--- src/rtl/loopback_seq.sv ---
// loopback_seq: drives an 18-entry pattern set onto a pad loopback path and checks what returns
// Ports:
//   clk, rst             clock and synchronous active-high reset
//   start, abort         begin a run (idle only) / end a run early (while busy)
//   exp_mask, ret_in     per-bit compare enable and returned loopback data
//   pat_out, pat_oe      driven pattern and its output enable
//   busy, done, pass     run in progress, end-of-run pulse, result of last completed run
//   err_cnt, first_fail  saturating failing-check count, index of first failure (31 = none)
module loopback_seq #(
   parameter int SETTLE = 2
) (
   input  logic       clk,
   input  logic       rst,
   input  logic       start,
   input  logic       abort,
   input  logic [7:0] exp_mask,
   input  logic [7:0] ret_in,
   output logic [7:0] pat_out,
   output logic [7:0] pat_oe,
   output logic       busy,
   output logic       done,
   output logic       pass,
   output logic [7:0] err_cnt,
   output logic [4:0] first_fail
);
   typedef enum logic [2:0] {S_IDLE, S_DRIVE, S_SETTLE, S_CHECK, S_DONE} state_t;
   localparam logic [7:0] CNT_INIT = (SETTLE > 0) ? 8'(SETTLE - 1) : 8'd0;
   localparam logic [4:0] NONE = 5'd31;
   localparam logic [4:0] LAST = 5'd17;
   state_t     state_q;
   logic [4:0] idx_q;
   logic [7:0] cnt_q;
   logic [7:0] pat_out_q;
   logic [7:0] pat_oe_q;
   logic       busy_q;
   logic       done_q;
   logic       pass_q;
   logic [7:0] err_cnt_q;
   logic [4:0] first_fail_q;
   logic       err_hit;
   logic [7:0] err_cnt_d;
   logic [4:0] first_fail_d;
   logic [4:0] idx_d;
   function automatic logic [7:0] pattern(input logic [4:0] i);
      return (i == 5'd0) ? 8'h00 :
             (i == 5'd1) ? 8'hFF :
             (i < 5'd10) ? 8'h01 << (i - 5'd2) :
                           ~(8'h01 << (i - 5'd10));
   endfunction
   // pat_out_q holds pattern[idx_q] for the whole DRIVE/SETTLE/CHECK span
   always_comb begin
      err_hit      = (state_q == S_CHECK) && |((ret_in ^ pat_out_q) & exp_mask);
      err_cnt_d    = (err_hit && err_cnt_q != 8'hFF) ? err_cnt_q + 8'd1 : err_cnt_q;
      first_fail_d = (err_hit && first_fail_q == NONE) ? idx_q : first_fail_q;
      idx_d        = idx_q + 5'd1;
   end
   always_ff @(posedge clk) begin
      if (rst) begin
         state_q      <= S_IDLE;
         idx_q        <= 5'd0;
         cnt_q        <= 8'd0;
         pat_out_q    <= 8'h00;
         pat_oe_q     <= 8'h00;
         busy_q       <= 1'b0;
         done_q       <= 1'b0;
         pass_q       <= 1'b0;
         err_cnt_q    <= 8'd0;
         first_fail_q <= NONE;
      end else begin
         // the CHECK compare lands even when an abort arrives in the same cycle
         err_cnt_q    <= err_cnt_d;
         first_fail_q <= first_fail_d;
         done_q       <= 1'b0;
         if (abort && busy_q) begin
            state_q   <= S_IDLE;
            idx_q     <= 5'd0;
            pat_out_q <= 8'h00;
            pat_oe_q  <= 8'h00;
            busy_q    <= 1'b0;
            pass_q    <= 1'b0;
         end else begin
            case (state_q)
               S_IDLE: begin
                  if (start) begin
                     state_q      <= S_DRIVE;
                     idx_q        <= 5'd0;
                     pat_out_q    <= pattern(5'd0);
                     pat_oe_q     <= 8'hFF;
                     busy_q       <= 1'b1;
                     pass_q       <= 1'b0;
                     err_cnt_q    <= 8'd0;
                     first_fail_q <= NONE;
                  end
               end
               S_DRIVE: begin
                  state_q <= (SETTLE == 0) ? S_CHECK : S_SETTLE;
                  cnt_q   <= CNT_INIT;
               end
               S_SETTLE: begin
                  if (cnt_q == 8'd0) state_q <= S_CHECK;
                  else cnt_q <= cnt_q - 8'd1;
               end
               S_CHECK: begin
                  if (idx_q == LAST) begin
                     state_q   <= S_DONE;
                     idx_q     <= 5'd0;
                     pat_out_q <= 8'h00;
                     pat_oe_q  <= 8'h00;
                     busy_q    <= 1'b0;
                     done_q    <= 1'b1;
                     pass_q    <= (err_cnt_d == 8'd0);
                  end else begin
                     state_q   <= S_DRIVE;
                     idx_q     <= idx_d;
                     pat_out_q <= pattern(idx_d);
                  end
               end
               S_DONE: state_q <= S_IDLE;
               default: state_q <= S_IDLE;
            endcase
         end
      end
   end
   assign pat_out    = pat_out_q;
   assign pat_oe     = pat_oe_q;
   assign busy       = busy_q;
   assign done       = done_q;
   assign pass       = pass_q;
   assign err_cnt    = err_cnt_q;
   assign first_fail = first_fail_q;
endmodule

--- config.mk ---
export PLATFORM = sky130hd
export DESIGN_NAME = loopback_seq
export DESIGN_NICKNAME = d
export VERILOG_FILES = /design/src/rtl/loopback_seq.sv
export SDC_FILE = /design/constraint.sdc
export NUM_CORES = 1
export LEC_CHECK = 0
export CAP_MARGIN = 0
export CORE_UTILIZATION = 50
export CTS_CLUSTER_DIAMETER = 150
export DETAILED_ROUTE_END_ITERATION = 8
export PLACE_DENSITY = 0.85
export SLEW_MARGIN = 30
export SYNTH_ARGS = -nofsm -noshare
export SYNTH_HDL_FRONTEND = slang
export SYNTH_SLANG_ARGS = --single-unit
--- constraint.sdc ---
create_clock -name clk -period 3.07 [get_ports clk]
set_clock_uncertainty 0.05 [all_clocks]
set_input_delay 0.7675 -clock clk [delete_from_list [all_inputs] [get_ports clk]]
set_output_delay 0.7675 -clock clk [all_outputs]
set_load 0.05 [all_outputs]
### Yosys cells after proc, flatten, opt, wreduce, memory -nomap -nowiden

Cells that the tools add are included.

| cells by class | value |
|---|---|
| order comparisons | 1 |
| shifts and indexed selects | 2 |
| mux-type cells | 33 |
| add/sub/neg operators | 5 |
| bitwise logic cells | 5 |
| equal/unequal tests | 11 |
| reductions and logical operators | 17 |

Operators by type and width:

| kind | number |
|---|---|
| $mux 8 | 12 |
| $pmux 8 s2 | 3 |
| $mux 5 | 6 |
| $logic_not 8->1 | 2 |
| $shl 1x5->8 const A | 2 |
| $pmux 3 s4 | 1 |
| $eq 5x5->1 const B | 2 |
| $pmux 5 s2 | 1 |
| $mux 3 | 3 |
| $add 8x1->8 const B | 1 |
| $and 8x8->8 | 1 |
| $ne 8x8->1 const B | 1 |
| $not 8->8 | 1 |
| $reduce_or 8->1 | 1 |
| $sub 8x1->8 const B | 1 |
| $xor 8x8->8 | 1 |
| $eq 3x2->1 const B | 2 |
| $ne 2x2->1 const B | 3 |
| $reduce_and 3->1 | 2 |
| $add 5x1->5 const B | 1 |
| $eq 5x1->1 const B | 1 |
| $logic_not 5->1 | 1 |
| $lt 5x4->1 const B | 1 |
| $mux 1 | 5 |
| 12 further kinds | 19 |

| word-level totals | value |
|---|---|
| word-level logic and storage cells | 84 |
| bits of input ports | 20 |
| bits in registers | 48 |
| output and inout bits | 32 |

### Longest topological paths before layout

Gate-level depths: netlist (run 1).

| depth | value |
|---|---|
| depth in word-level cells | 9 |
| depth in mapped cells | 11 |
| mapped depth without buffers | 9 |

### Worst setup path before layout (run 1)

OpenSTA, ideal clock, no wires.

| path | value |
|---|---|
| path type | register to register |
| from | reg idx_q[0] |
| to | reg pat_out_q[4] (netlist: pat_out[4]) |
| cell stages (with the launch flop) | 11 |
| buffers on the path | 2 |
| arrival time | 2.143 ns |
| data required time | 2.898 ns |
| clock period less this slack | 2.315 ns |
| slack | 0.755 ns |
| setup time | 0.122 ns |
| path through | dfxtp_1 -> buf_2 -> inv_1 -> ha_1 -> buf_2 -> inv_1 -> ha_1 -> or2_1 -> o21ai_1 -> mux2i_1 -> a221o_1 |

| between the ends | value |
|---|---|
| word-level cells in the longest chain between the ends | 9 |
| elaborated cells between the ends (all ways) | 15 |
| those cells by class | 3 x add/sub; 1 x order compare; 2 x eq/ne; 2 x shift; 5 x mux; 1 x bitwise; 1 x reduce/logical |

RTL lines:

| what | RTL line | source |
|---|---|---|
| start: declaration | 31 | `logic [4:0] idx_q;` |
| start signal: assignment | 114 | `idx_q <= idx_d;` |
| $add 5x1->5 | 55 | `idx_d = idx_q + 5'd1;` |
| $sub 5x4->5 | 48 | `~(8'h01 << (i - 5'd10));` |
| $shl 1x5->8 | 48 |  |
| $not 8->8 | 48 |  |
| $mux 8 | 47 | `(i < 5'd10) ? 8'h01 << (i - 5'd2) :` |
| $mux 8 | 46 | `(i == 5'd1) ? 8'hFF :` |
| $mux 8 | 45 | `return (i == 5'd0) ? 8'h00 :` |
| $mux 8 * | 104 | `if (idx_q == LAST) begin` |
| $pmux 8 s2 * | 82 | `case (state_q)` |
| end signal: assignment | 87 | `pat_out_q <= pattern(5'd0);` |
| end signal: assignment | 115 | `pat_out_q <= pattern(idx_d);` |
| end: declaration | 33 | `logic [7:0] pat_out_q;` |

Mark *: on every way between the ends. The rest lies on a longest branch, timed or not.
A chain may end at the register's enable or synchronous reset.

### Final worst setup path (run 1)

| path | value |
|---|---|
| from | reg idx_q[1] |
| to | reg pat_out_q[5] (netlist: pat_out[5]) |

Same word-level chain as after synthesis.

==> summary.md, run 1 <==
| Metric | Value |
|---|---|
| Via density per instance | `5.52` |
| Worst Tran Pin Value | `520 ps` |
| H-tree depth | `2` |
| First-pass GRT wire length | `9.40 mm` |
| Reg clk slew, reported paths | `80 ps` |
| Avg WL per Cell | `13.9 um` |
| # diodes | `0` |
| Flops & latches, synth | `40` |
| DRC | `0` |
| Worst r2r path cells | `8` |
| Placement Cell Area | `3010 um2` |
| CP endpoint kind | `flop` |
| Synth-to-Final Area Change | `24.7%` |
| Initial antenna violation count | `0` |
| TritonCTS Buffers | `5` |
| CP Launch Type | `flop` |
| Net count, final | `368` |
| Kind of critical path | `flop to flop` |
| Width of the die | `72.9 um` |
| GPL Wtd Cong | `0.863` |
| Die Area | `5320 um2` |
| Design Area, Final | `3130 um2` |
| Tmin final | `2640 ps` |
| Setup Fix Bufs, Post-CTS | `0` |
| Sequential area share after synthesis | `31.9%` |
| Warnings, synthesis | `0` |
| CP max-delay cell | `dfxtp_1` |
| Root buffer cell | `clkbuf_8` |
| Crit path required time | `3210 ps` |
| RSZ-0062 raised after global routing | `no` |
| Share of layout cells above drive strength 1 | `8.21%` |
| Ys async rst share | `0%` |
| Hold depth | `2` |
| Post-synthesis cell count | `298` |
| Most frequent cells in the layout | `clkdlybuf4s50_1 (51), dfxtp_1 (40), nor2_1 (36)` |
| CP max stage delay | `570 ps` |
| Cts repair resizes | `0` |
| # setup viols final | `0` |
| CTS tree | `done` |
| Max-cap check violation count | `0` |
| Rows | `25` |
| Initial Util | `52.5%` |
| Unique masters post-synth | `63` |
| Ports | `52` |
| Sink Count | `40` |
| Final WL | `5.68 mm` |
| Mean post-synth cell area | `8.44 um2` |
| All-Layer GR Usage | `22.5%` |
| Synthesized area | `2510 um2` |
| Die Y | `72.9 um` |
| Routed vias | `2252` |
| Vias in the first global route | `2057` |
| Worst IR Drop VDD | `0.283 mV` |
| Final period util | `85.8%` |
| Hold Crit Class | `flop to flop` |
| Syn nets | `326` |
| Max Fanout on Critical Path | `11` |
| Ys flop type | `dfxtp_1` |
| Most common cell after layout, fill and taps aside | `clkdlybuf4s50_1` |
| I/O Buffers | `51` |
| Outcome | `complete, no violations` |
| HPWL Detailed | `4.24 mm` |
| Power Density | `486 nW/um2` |
| EDFF count, synth | `0` |
| Largest net degree at the start of global routing | `14` |
| Arr. time, crit path | `2770 ps` |
| Total gr overflow | `0` |
| Lkg Pwr | `1.17 nW` |
| Fmax | `380 MHz` |
| ANT nets after route | `0` |
| Initial DRT Pass Iterations | `4` |
| Hold-fix buffers, CTS | `0` |
| Max Buffers Root-to-Sink | `2` |
| First DRT Iteration DRCs | `118` |
| Hold Fails Final Rpt | `0` |
| Clock Latency Late Sink | `300 ps` |
| Final Core Density | `65.5%` |
| Worst-path cell chain | `inv_1 -> ha_1 -> inv_1 -> ha_1 -> or2_1 -> o21ai_1 -> mux2i_1 -> a221o_1` |
| Final Max Tran Viols | `0` |
| Total negative slack | `0 ps` |
| Core Area | `4790 um2` |
| Slew HR | `65.2%` |
-- state kept, by name, summed over array words and instances, names as in the netlist, 3 cells and up --
| name | count |
|---|---|
| err_cnt | 8 |
| first_fail | 5 |
| cnt_q | 8 |
| pat_out | 8 |
| state_q | 3 |
| idx_q | 5 |
-- routing by layer --
layer,track usage (%),vias up,routed length (um)
met5,0,-,0
met3,4.28,4,180
met4,5.45,0,44
li1,-,1146,-
met1,31.0,1059,2740
met2,36.4,43,2720
-- metrics by stage --
stage          power, W  setup WS [ps]  hold WS, ps  std cells
2_1_floorplan  0.000970            755          425        298
3_3_place_gp    0.00106            320          420        400
3_5_place_dp    0.00108            263          425        400
4_1_cts         0.00153            486          440        408
5_1_grt         0.00160            328          463        408
6_report        0.00152            435          439        408
-- cells by family (layout without fill, tap and decap cells) --
logic type / after synthesis / after routing / share of synthesized area (%)
AND/OR/NAND/NOR: 118 / 118 / 24.2
AO/OA/AOI/OAI: 72 / 72 / 22.4
flip-flops: 40 / 40 / 31.9
buffers and inverters: 30 / 73 / 6.47
XOR/XNOR: 24 / 24 / 8.66
adder cells (fa/ha/maj): 8 / 8 / 3.98
multiplexers: 6 / 6 / 2.44
-- where the power goes --
group / total (W) / switching (W) / internal, W
clock network: 0.000460 / 0.000194 / 0.000266
registers: 0.000614 / 0.0000509 / 0.000563
logic: 0.000450 / 0.000263 / 0.000187
-- worst max-delay path: cells and delay by family, from the launching register on --
family          cells  cell delay [ps]
compound gates      2              570
fa+ha+maj           2              700
simple gates        1              250
flops               1              570
buf+inv             2              240
mux                 1              150
-- cells in the mapped netlist (3+ instances only) --
cell | count | share of area [%]
a211oi_1 | 3 | 0.90
a21boi_0 | 3 | 0.90
a21o_1 | 5 | 1.5
a21oi_1 | 13 | 2.6
a221o_1 | 4 | 1.6
a22o_1 | 5 | 1.7
a22oi_1 | 5 | 1.5
a31oi_1 | 3 | 0.75
and3_1 | 5 | 1.2
and4b_1 | 3 | 1.2
buf_2 | 4 | 0.80
buf_4 | 12 | 3.6
clkbuf_1 | 4 | 0.60
dfxtp_1 | 40 | 32
ha_1 | 8 | 4.0
inv_1 | 10 | 1.5
mux2i_1 | 5 | 2.0
nand2_1 | 22 | 3.3
nand2b_1 | 3 | 0.75
nand3_1 | 14 | 2.8
nand4_1 | 3 | 0.75
nor2_1 | 36 | 5.4
nor2b_1 | 4 | 1.0
nor3_1 | 8 | 1.6
o21ai_0 | 6 | 1.2
o21ai_1 | 5 | 1.0
xnor2_1 | 7 | 2.4
xor2_1 | 16 | 5.6
-- path summary, 6_finish.rpt --
path	slack [ps]	startpoint	end
max	430	idx_q[1]	pat_out[5]
min	440	first_fail[3]	first_fail[3]
max reg2reg	430	idx_q[1]	pat_out[5]
min reg2reg	440	first_fail[3]	first_fail[3]
-- area by class of cell --
cell class | instances | area (um2)
clock buffer | 6 | 82.6
clock inverter | 2 | 38.8
fill | 396 | 1650
inverter | 10 | 37.5
multi-input combinational | 228 | 1550
sequential | 40 | 801
tap | 67 | 83.8
timing repair buffer | 55 | 541
(Power assumes the default switching activity.)
==> run 2, diff against run 1 <==
--- a/config.mk
+++ b/config.mk
@@ -6,10 +6,10 @@
 export NUM_CORES = 1
 export LEC_CHECK = 0
 export CAP_MARGIN = 0
-export CORE_UTILIZATION = 50
+export CORE_UTILIZATION = 45
 export CTS_CLUSTER_DIAMETER = 150
 export DETAILED_ROUTE_END_ITERATION = 8
-export PLACE_DENSITY = 0.85
+export PLACE_DENSITY = 0.79
 export SLEW_MARGIN = 30
 export SYNTH_ARGS = -nofsm -noshare
 export SYNTH_HDL_FRONTEND = slang
==> run 2 against run 1 <==
Against the previous run:
- sequential share of layout area rose by 0.29 points
- final area fell by 1.1%
- worst setup slack got worse by 48 ps
- combinational power barely moved
- register-to-register slack got worse by 50 ps
- die area rose by 11%
- non-clock buffer count fell by 1
- routed wire length rose by 3.8%
- critical path type unchanged
==> summary.md, run 2 (synthesis gave the netlist of run 1 again) <==
| Metric | Value |
|---|---|
| Power Density | `462 nW/um2 (-5.0%)` |
| Die Area | `5890 um2 (+11%)` |
| # diodes | `0 (unchanged)` |
| Avg WL per Cell | `14.4 um (+3.3%)` |
| HPWL Detailed | `4.33 mm (+2.1%)` |
| Routed vias | `2295 (+1.9%)` |
| Final period util | `87.4% (+1.6 points)` |
| Placement Cell Area | `3010 um2 (-0.12%)` |
| Die Y | `76.7 um (+5.3%)` |
| Tmin final | `2680 ps (+47.9 ps)` |
| Via density per instance | `5.60 (+1.4%)` |
| R2R Path Start | `idx_q[1]` |
| Hold path start | `first_fail[2]` |
| Rows | `26 (+4.0%)` |
| Outcome | `complete, no violations` |
| # setup viols final | `0 (unchanged)` |
| Design Area, Final | `3100 um2 (-1.1%)` |
| ANT nets after route | `0 (unchanged)` |
| Initial Util | `48.0% (-4.5 points)` |
| Kind of critical path | `flop to flop` |
| Clock Latency Late Sink | `290 ps (about the same)` |
| Setup Fix Bufs, Post-CTS | `0 (unchanged)` |
| Ports | `52 (unchanged)` |
| Final WL | `5.90 mm (+3.8%)` |
| Worst Tran Pin Value | `523 ps (+3.59 ps)` |
| Fin cells | `410 (+0.49%)` |
| CP Launch Type | `flop` |
| CP endpoint kind | `flop` |
| Initial DRT Pass Iterations | `4 (unchanged)` |
| Most frequent cells in the layout | `clkdlybuf4s50_1 (51), dfxtp_1 (40), nor2_1 (36)` |
| RSZ-0062 raised after global routing | `no` |
| H-tree depth | `2 (unchanged)` |
| Fmax | `373 MHz (-1.8%)` |
| I/O Buffers | `51 (unchanged)` |
| Total gr overflow | `0 (unchanged)` |
| Synth-to-Final Area Change | `23.3%` |
| Max Buffers Root-to-Sink | `2 (unchanged)` |
| Arr. time, crit path | `2810 ps (+40 ps)` |
| Width of the die | `76.7 um (+5.3%)` |
| Hold-fix buffers, CTS | `0 (unchanged)` |
| Cts repair resizes | `0 (unchanged)` |
| Hold Fails Final Rpt | `0 (unchanged)` |
| TritonCTS Buffers | `5 (unchanged)` |
| First-pass GRT wire length | `9.98 mm (+6.2%)` |
| Final Core Density | `59.2% (-6.3 points)` |
| Footprint of the multi-input gates | `1550 um2 (unchanged)` |
| Max-cap check violation count | `0 (unchanged)` |
| Largest net degree at the start of global routing | `15 (+1)` |
| All-Layer GR Usage | `20.7% (-1.8 points)` |
| Share of layout cells above drive strength 1 | `7.35% (-0.86 points)` |
| CP max-delay cell | `dfxtp_1` |
| DRC | `0 (unchanged)` |
| Lkg Pwr | `1.15 nW (-1.8%)` |
| Core Area | `5240 um2 (+9.4%)` |
| Hold Crit Class | `flop to flop` |
| Placed cells | `402 (+0.50%)` |
| Setup crit start | `idx_q[1]` |
| Worst-path cell chain | `inv_1 -> ha_1 -> inv_1 -> ha_1 -> or2_1 -> o21ai_1 -> mux2i_1 -> a221o_1` |
| Vias in the first global route | `2093 (+1.8%)` |
| Net count, final | `367 (-0.27%)` |
| First DRT Iteration DRCs | `127 (+7.6%)` |
| Fill count | `474 (+20%)` |
| Reg clk slew, reported paths | `80 ps (about the same)` |
| GPL Wtd Cong | `0.856 (-0.80%)` |
| Tot Pwr | `0.00143 W (-6.1%)` |
| Worst IR Drop VDD | `0.275 mV (-2.8%)` |
| Crit path required time | `3200 ps (about the same)` |
| CP max stage delay | `560 ps (about the same)` |
| CTS tree | `done` |
| Root buffer cell | `clkbuf_8` |
| Max Fanout on Critical Path | `11 (unchanged)` |
| Initial antenna violation count | `0 (unchanged)` |
| Final Max Tran Viols | `0 (unchanged)` |
| Most common cell after layout, fill and taps aside | `clkdlybuf4s50_1` |
| Sequential Area | `801 um2 (unchanged)` |
| Total negative slack | `0 ps (unchanged)` |
| Slew HR | `65.0% (-0.26 points)` |
| Sink Count | `40 (unchanged)` |
==> run 2: routing by layer <==
metal	part of all wire, %	vias up	global-route usage, %
met5	0	-	0
met4	1.3	0	5.38
met3	4.0	11	4.17
met2	47	52	33.7
met1	48	1086	27.8
li1	-	1146	-
==> run 2: layout make-up <==
cell class	count	area share, %
Sequential cell	40	25.8
Inverter	10	1.21
Tap cell	70	2.83
Clock buffer	8	2.91
Timing Repair Buffer	54	17.2
Multi-Input combinational cell	228	50.0
==> run 2: per-stage QoR <==
stage	hold slack [ps]	setup WS [ps]
after floorplan	425	755
after global placement	415	411
after detailed placement	422	371
after CTS	436	429
after global routing	459	228
final	436	387
==> run 2: worst max-delay path, delay by kind of cell (launching register included) <==
kind,cells,cell delay [ps]
compound gates,2,580
fa+ha+maj,2,720
buf+inv,2,290
flops,1,560
mux,1,130
simple gates,1,240
==> run 2: worst paths after layout <==
| kind | to | slack (ps) | cells after the start |
|---|---|---|---|
| max | pat_out[1] | 390 | 8 |
| min | first_fail[2] | 440 | 2 |
| max reg2reg | pat_out[1] | 390 | 8 |
| min reg2reg | first_fail[2] | 440 | 2 |
==> run 2: where the power goes <==
part           internal (W)  switching [W]
sequential         0.000563      0.0000524
clock              0.000184       0.000183
combinational      0.000187       0.000264
==> run 3, diff against run 2 <==
--- a/config.mk
+++ b/config.mk
@@ -9,6 +9,7 @@
 export CORE_UTILIZATION = 45
 export CTS_CLUSTER_DIAMETER = 150
 export DETAILED_ROUTE_END_ITERATION = 8
+export GPL_ROUTABILITY_DRIVEN = 0
 export PLACE_DENSITY = 0.79
 export SLEW_MARGIN = 30
 export SYNTH_ARGS = -nofsm -noshare
==> results of run 3 <==
Same layout as run 2: the final DEF is identical, and so are final timing and power.
